[config.mk]
export PLATFORM = sky130hd
export DESIGN_NAME = jtopl_pg_ctrl
export DESIGN_NICKNAME = d
export VERILOG_FILES = /design/src/rtl/jtopl_pg_ctrl.sv
export SDC_FILE = /design/constraint.sdc
export NUM_CORES = 1
export LEC_CHECK = 0
export CAP_MARGIN = 5
export CELL_PAD_IN_SITES_DETAIL_PLACEMENT = 0
export CELL_PAD_IN_SITES_GLOBAL_PLACEMENT = 1
export CORE_MARGIN = 3
export CORE_UTILIZATION = 26
export CTS_BUF_LIST = sky130_fd_sc_hd__clkbuf_4 sky130_fd_sc_hd__clkbuf_8 sky130_fd_sc_hd__clkbuf_16
export CTS_CLUSTER_SIZE = 24
export DETAILED_ROUTE_END_ITERATION = 12
export PLACE_DENSITY = 0.48
export RECOVER_POWER = 50
export SETUP_SLACK_MARGIN = 0.1
export SKIP_LAST_GASP = 1
export SYNTH_ARGS = -nofsm -noshare
export SYNTH_HDL_FRONTEND = slang
export SYNTH_SLANG_ARGS = --single-unit
[constraint.sdc]
create_clock -name clk -period 3.9 [get_ports clk]
set_clock_uncertainty 0.15 [all_clocks]
set_input_delay 1.17 -clock clk [delete_from_list [all_inputs] [get_ports clk]]
set_output_delay 1.17 -clock clk [all_outputs]
set_load 0.01 [all_outputs]
[src/rtl/jtopl_pg_ctrl.sv]
// jtopl_pg_ctrl: slot sequencer and key-on phase-reset scheduler for the phase generator
// Ports: clk, rst (sync, active high), cenop (operator enable);
//   ch_we/ch_sel/ch_fnum/ch_block/ch_pms/ch_kon channel writes; op_we/op_sel/op_mul slot writes;
//   csm_trig forced key-on of all slots, active only with JTOPL_PG_CSM_EN defined;
//   stage I: slot_I, zero, fnum_I, block_I, pms_I; stage II: mul_II, pg_rst_II, kon_II.
module jtopl_pg_ctrl #(
  parameter int CH = 9
) (
  input  logic       clk,
  input  logic       rst,
  input  logic       cenop,
  input  logic       ch_we,
  input  logic [3:0] ch_sel,
  input  logic [9:0] ch_fnum,
  input  logic [2:0] ch_block,
  input  logic [2:0] ch_pms,
  input  logic       ch_kon,
  input  logic       op_we,
  input  logic [4:0] op_sel,
  input  logic [3:0] op_mul,
  input  logic       csm_trig,
  output logic [4:0] slot_I,
  output logic       zero,
  output logic [9:0] fnum_I,
  output logic [2:0] block_I,
  output logic [2:0] pms_I,
  output logic [3:0] mul_II,
  output logic       pg_rst_II,
  output logic       kon_II
);
  localparam int SL = 2 * CH;
  localparam int CW = CH > 1 ? $clog2(CH) : 1;
  logic [9:0] fnum [CH];
  logic [2:0] block [CH];
  logic [2:0] pms [CH];
  logic [3:0] mul [SL];
  logic [CH-1:0] kon, rise, off;
  logic [SL-1:0] pend, set, pend_nx;
  logic [4:0] slot_nx;
  logic [CW-1:0] ch_cur, ch_nx, ch_w;
  logic ch_ok, op_ok, csm;
  function automatic logic [CW-1:0] ch_of(input logic [4:0] s);
    return CW'(s >= 5'(CH) ? s - 5'(CH) : s);
  endfunction
`ifdef JTOPL_PG_CSM_EN
  assign csm = csm_trig;
`else
  logic unused_csm;
  assign unused_csm = csm_trig;
  assign csm = 1'b0;
`endif
  assign ch_ok = ch_we && int'(ch_sel) < CH;
  assign op_ok = op_we && int'(op_sel) < SL;
  assign ch_w = CW'(ch_sel);
  assign slot_nx = slot_I == 5'(SL - 1) ? 5'd0 : slot_I + 5'd1;
  assign ch_cur = ch_of(slot_I);
  assign ch_nx = ch_of(slot_nx);
  // A key-on set beats the issue clear, so a collision re-issues on the next pass;
  // a key-off always clears both slots of its channel.
  always_comb begin
    rise = '0;
    off = '0;
    set = '0;
    pend_nx = '0;
    for (int c = 0; c < CH; c++) begin
      rise[c] = ch_ok && ch_w == CW'(c) && ch_kon && !kon[c];
      off[c] = ch_ok && ch_w == CW'(c) && !ch_kon;
    end
    for (int s = 0; s < SL; s++) begin
      set[s] = rise[s % CH] || (csm && !off[s % CH]);
      pend_nx[s] = set[s] || (pend[s] && !off[s % CH] && !(cenop && slot_I == 5'(s)));
    end
  end
  always_ff @(posedge clk) begin
    if (rst) begin
      slot_I <= '0;
      zero <= 1'b1;
      fnum_I <= '0;
      block_I <= '0;
      pms_I <= '0;
      mul_II <= '0;
      pg_rst_II <= 1'b0;
      kon_II <= 1'b0;
      kon <= '0;
      pend <= '0;
      for (int c = 0; c < CH; c++) begin
        fnum[c] <= '0;
        block[c] <= '0;
        pms[c] <= '0;
      end
      for (int s = 0; s < SL; s++) mul[s] <= '0;
    end else begin
      pend <= pend_nx;
      if (ch_ok) begin
        fnum[ch_w] <= ch_fnum;
        block[ch_w] <= ch_block;
        pms[ch_w] <= ch_pms;
        kon[ch_w] <= ch_kon;
      end
      if (op_ok) mul[op_sel] <= op_mul;
      if (cenop) begin
        slot_I <= slot_nx;
        zero <= slot_nx == 5'd0;
        fnum_I <= fnum[ch_nx];
        block_I <= block[ch_nx];
        pms_I <= pms[ch_nx];
        mul_II <= mul[slot_I];
        pg_rst_II <= (pend[slot_I] || set[slot_I]) && !off[ch_cur];
        kon_II <= kon[ch_cur];
      end
    end
  end
endmodule

==> impl_results.md, run 1 <==
* RD Place Congestion at ~0.8
* Register area share after synthesis at 0.639
* Most frequent CP cell: clkbuf_1
* Status: completed
* Startpoint Class: input port
* Final net count at ~1900
* Port bufs at 62
* Synth Area per Inst at 12.6 um^2
* Cells after Synth at 1565
* Power density cells at approximately 480 nW/um^2
* DRC Markers at 0
* Final setup fails at 0
* CTS Root Cell: clkbuf_16
* Min Hold Slack at approximately 0.33 ns
* Share of layout cells above drive strength 1 at 0.141
* I/O Pins at 64
* Total Wirelength at just under 60000 um
* Critical path buffers and inverters at 3
* Final setup TNS at 0 ns
* EDFF count, synth at 384
* Top post-synthesis cells by area: edfxtp_1 (58%), dfxtp_1 (5.6%), mux4_2 (4.8%)
* FF-to-FF setup slack at approximately 0.36 ns
* Post-DR wirelength/cell at around 21 um
* Die Area at between 70000 and 80000 um^2
* Crit-path cells: dlygate4sd3_1 -> nand3b_1 -> clkbuf_1 -> o21ai_0 -> clkbuf_1
* Inst Count DP at 2728
* Hold path startpoint: pend[12]
* RSZ-0062 raised after global routing: false
* Relative slew slack at 0.106
* Vias in the first global route at about 14000
* # Post-CTS Setup Buffers at 0
* Max_cap viols at 0
* Max FO, Critical Path at 16
* Initial antenna violation count at 2
* Worst slew pin tran at 1.34 ns
* Clock sink count at between 400 and 500
* CTS buffer count at 53
* HPWL Detailed at between 30000 and 40000 um
* Pre-antenna DRT Iters at 5
* Final Max Tran Viols at 0
* Die Width at about 280 um
* Clock Path Buffers at 3
* GRT Overall Usage at 0.149
* Htree depth at 2
* Core footprint at 74800 um^2
* Most used DFF post-synth: edfxtp_1
* Core Rows at 100
* CTS tree: done
* Worst path arrival time at roughly 3.7 ns
* Minimum clock period at 3.62 ns
* Post-synth top cells: edfxtp_1 (384), nand3_1 (131), and2_1 (129), nand2_1 (125), nor2_1 (106)
* RR Endpoint: pms_I[2]
* Post-synth top area share at 0.584
* Post-route ant nets at 0
* Final Non-Filler Cells at about 2800
* Drt initial violations at 881
* Hold Path Depth at 2
* Endpoints failing hold at 0
* Vias post-DR at 13300
* First-pass GRT wire length at 88200 um
* Layout Utilization at 0.326
* Pin count of the biggest net entering global routing at a little over 80
* Worst path top cell family by delay: buffers and inverters
* Synth area leader: edfxtp_1
* Critical path class: input port to flip-flop
* Fin crit share at 0.927
* Async SR Flop Fraction at 0
* Fmax at 276 MHz
* FF+latch count, synth at roughly 440
* Syn. warnings at 0
* Via/cell ratio at between 4 and 5
* Synth unique cells at 69
* Post-Syn Area at 19800 um^2
* Layout area overhead at 23.4%
* Initial Utilization at 0.264
* Most frequent cell after synthesis: edfxtp_1
* GR Overflow Total at 0
* Clk_lat worst skew at 0.61 ns
* Register-to-Register Path Depth at 8
* CTS clk-pin slew, worst paths at roughly 0.06 ns
* CP max stage cell: clkbuf_1
* Die Y-Extent at between 200 and 300 um
* Total power at roughly 0.012 W
* Crit end category: flip-flop
* Worst r2r src: slot_I[0]
* Hold Crit Class: flip-flop to flip-flop
* P_leak at between 8 and 9 nW
* Maximum vdd drop at roughly 350 uV
* Worst Hold Endpoint: pend[12]
* CP required at about 4.0 ns
* Critical path's largest stage delay at 1.00 ns
==> per-stage QoR <==
stage / setup slack (ns) / area (um^2)
3_3_place_gp: 0.0354 / 22600
2_1_floorplan: 0.186 / 20400
3_5_place_dp: 0.0626 / 22600
5_1_grt: 0.0715 / 24400
6_report: 0.283 / 24400
4_1_cts: 0.186 / 24400
==> layout by cell type, fill, tap and decap left out, types with 19 or more instances in the layout <==
cell,Yosys,routed
buf_4,2,53
dfxtp_1,55,54
clkdlybuf4s50_1,0,43
and3_1,27,27
nor2_1,106,105
nor3_1,32,31
o21ai_0,101,100
nand2_1,125,124
mux4_2,42,42
mux2i_1,43,39
inv_1,19,19
clkbuf_16,0,55
and2_1,129,81
and2_0,0,48
nand3_1,131,131
a21oi_1,53,53
dlygate4sd3_1,0,19
conb_1,1,168
edfxtp_1,384,384
==> area by class of cell <==
class / count / area (um^2)
fillers: 7575 / 50400
flip-flops and latches: 439 / 12600
multi-input cells: 1155 / 7250
clock buffers: 72 / 1510
repair buffers: 146 / 1400
well taps: 969 / 1210
clock inverters: 28 / 303
inverters: 20 / 75.1
diodes: 1 / 2.50
==> cells by family after synthesis <==
group	Yosys count	share of synthesized area
simple gates	608	0.156
flops	439	0.639
compound gates	275	0.0920
buf+inv	138	0.0312
mux	85	0.0697
xor+xnor	10	0.00633
fa+ha+maj	9	0.00570
other cells	1	0.000190
==> worst min-delay path: cells and delay by family, from the launching register on <==
kind / cells / cell delay (ns)
AOI/OAI and AO/OA: 2 / 0.12
DFF: 1 / 0.31
==> worst max-delay path by stage <==
stage | startpoint | endpoint | slack, ns | cells past startpoint
after floorplan | ch_sel[3] | block[3][0] | 0.19 | 4
after global placement | rst | pend[7] | 0.04 | 7
after detailed placement | rst | pend[4] | 0.06 | 7
after CTS | slot_I[1] | block_I[1] | 0.19 | 14
after global routing | slot_I[0] | pms_I[2] | 0.07 | 8
final | ch_sel[3] | fnum[5][6] | 0.28 | 5
==> routing by layer <==
metal	GRT usage	part of all wire
met1	0.199	0.45
met2	0.252	0.48
met3	0.0241	0.043
met4	0.0396	0.025
met5	0	0
==> power by group <==
group / leakage [nW] / internal (W) / total [W] / switching (W)
Sequential: 4.14 / 0.00542 / 0.00552 / 0.0000980
Combinational: 3.60 / 0.000454 / 0.00117 / 0.000713
Clock: 0.906 / 0.00305 / 0.00506 / 0.00201
Total: 8.65 / 0.00892 / 0.0117 / 0.00282
==> flip-flops by register name (all words and copies together), names as in the netlist <==
name and cells:
fnum 160, mul 128, block 48, pms 48
pend 18, fnum_I 10, kon 9, slot_I 5
mul_II 4, block_I 3, pms_I 3, kon_II 1
pg_rst_II 1, zero 1
==> what timing repair did <==
action                     in CTS  in global routing
gates resized for setup         0                  5
hold endpoints to repair        0                  0
setup endpoints to repair       0                 14
hold buffers                    0                  0
(Power assumes the default switching activity.)
==> run 2, diff against run 1 <==
==> constraint.sdc (replaced) <==
create_clock -name clk -period 3.77 [get_ports clk]
set_clock_uncertainty 0.15 [all_clocks]
set_input_delay 1.131 -clock clk [delete_from_list [all_inputs] [get_ports clk]]
set_output_delay 1.131 -clock clk [all_outputs]
set_load 0.01 [all_outputs]
==> impl_results.md, run 2 (synthesis gave the netlist of run 1 again) <==
* Final net count at about 1900
* Pre-antenna DRT Iters at 5
* Relative slew slack at 0.270
* Fmax at around 280 MHz
* First-pass GRT wire length at around 90000 um
* Via/cell ratio at ~4.7
* Endpoints failing hold at 0
* Maximum vdd drop at between 300 and 400 uV
* Max_cap viols at 0
* HPWL Detailed at about 36000 um
* Post-DR wirelength/cell at 21.3 um
* Worst path arrival time at about 2.3 ns
* Clock sink count at 439
* Max FO, Critical Path at 29
* Vias post-DR at approximately 13000
* Worst slew pin tran at ~1.1 ns
* DP Area at approximately 23000 um^2
* Largest registers: fnum: 160 flops, mul: 128 flops
* Clk_lat worst skew at about 0.61 ns
* Core footprint at 74800 um^2
* Pin count of the biggest net entering global routing at 71
* RD Place Congestion at 0.784
* Crit end category: primary output
* Final setup fails at 0
* Minimum clock period at about 3.5 ns
* RSZ-0062 raised after global routing: true
* Multi-input gate area at a little over 7000 um^2
* Share of layout cells above drive strength 1 at 0.143
* Clock Path Buffers at 3
* CTS clk-pin slew, worst paths at 0.06 ns
* Design Area, Final at roughly 24000 um^2
* Hold Crit Class: flip-flop to flip-flop
* Commonest cells after routing, fill and taps aside: edfxtp_1 (384), conb_1 (168), nand3_1 (131), nand2_1 (124), and2_1 (110)
* Port bufs at 62
* Filler cell count at roughly 7600
* Final setup TNS at 0 ns
* Status: completed
* Core Rows at 100
* P_leak at 8.67 nW
* CTS Root Cell: clkbuf_16
* CTS buffer count at 52
* Fin crit share at 0.940
* Number of flip-flops in the largest register at between 150 and 200
* Die Area at 79300 um^2
* CP required at 2.49 ns
* Drt initial violations at around 1000
* Initial antenna violation count at 4
* Largest Register: fnum
* Htree depth at 2
* Layout area overhead at 23.5%
* Commonest non-fill, non-tap cell in the layout: edfxtp_1
* I/O Pins at 64
* Post-route ant nets at 0
* Layout Utilization at 0.326
* GR Overflow Total at 0
* Initial Utilization at 0.264
* Die Width at about 280 um
* Final Max Tran Viols at 0
* Critical path class: flip-flop to primary output
* GRT Overall Usage at 0.152
* CTS tree: done
* Power density cells at between 400 and 500 nW/um^2
* Die Y-Extent at 282 um
* DRC Markers at 0
* Total Wirelength at 60200 um
* Sequential Area at between 10000 and 15000 um^2
* Startpoint Class: flip-flop
* Vias in the first global route at ~14000
==> run 2: cell count changes in the layout (fill, tap and decap cells not counted), moves of 4 or more <==
cell      change
clkbuf_4     -10
clkinv_2      +5
clkbuf_2      +4
and2_0       -29
clkinv_1      +4
and2_1       +29
==> run 2: timing repair <==
action / in CTS / in global routing
setup endpoints to repair: 2 / 14
gates resized for setup: 2 / 2
pin swaps: 0 / 1
hold buffers: 0 / 0
setup buffers: 0 / 3
==> run 2: area by class of cell <==
| cell class | count | area share |
|---|---|---|
| sequential | 439 | 0.518 |
| multi-input combinational | 1155 | 0.297 |
| timing repair buffer | 150 | 0.0586 |
| clock buffer | 60 | 0.0570 |
| tap | 969 | 0.0497 |
| clock inverter | 38 | 0.0164 |
| inverter | 20 | 0.00308 |
| antenna | 2 | 0.000205 |
==> run 2: path summary, 6_finish.rpt <==
path                                 from         to  slack [ns]  cells after the start
worst max-delay path            slot_I[1]  slot_I[1]        0.23                      3
worst max register to register  slot_I[1]  fnum_I[1]        0.30                     11
worst min register to register    pend[2]    pend[2]        0.33                      2
worst min-delay path              pend[2]    pend[2]        0.33                      2
==> run 2: where the power goes <==
group / internal [W] / leakage (nW) / switching, W
Sequential: 0.00560 / 4.14 / 0.0000963
Combinational: 0.000461 / 3.65 / 0.000749
Clock: 0.00313 / 0.884 / 0.00209
Total: 0.00919 / 8.67 / 0.00294
==> run 2: critical path: stages (launching register included) <==
cell,delay [ns]
dfxtp_2,0.32
buf_4,0.37
buf_6,0.35
clkdlybuf4s50_1,0.61
==> run 2: metal layers <==
| layer | part of all wire | GRT usage |
|---|---|---|
| met3 | 0.049 | 0.0262 |
| met2 | 0.47 | 0.252 |
| met5 | 0 | 0 |
| met4 | 0.027 | 0.0480 |
| met1 | 0.45 | 0.203 |
==> run 2: stage by stage <==
step           hold slack, ns  cells  worst slack (ns)  total power (W)
3_5_place_dp            0.326   2730            0.0924          0.00706
4_1_cts                 0.334   2828             0.154           0.0123
3_3_place_gp            0.315   2730             0.144          0.00704
5_1_grt                 0.341   2832            0.0890           0.0127
2_1_floorplan           0.303   1732             0.258          0.00649
6_report                0.331   2833             0.227           0.0121
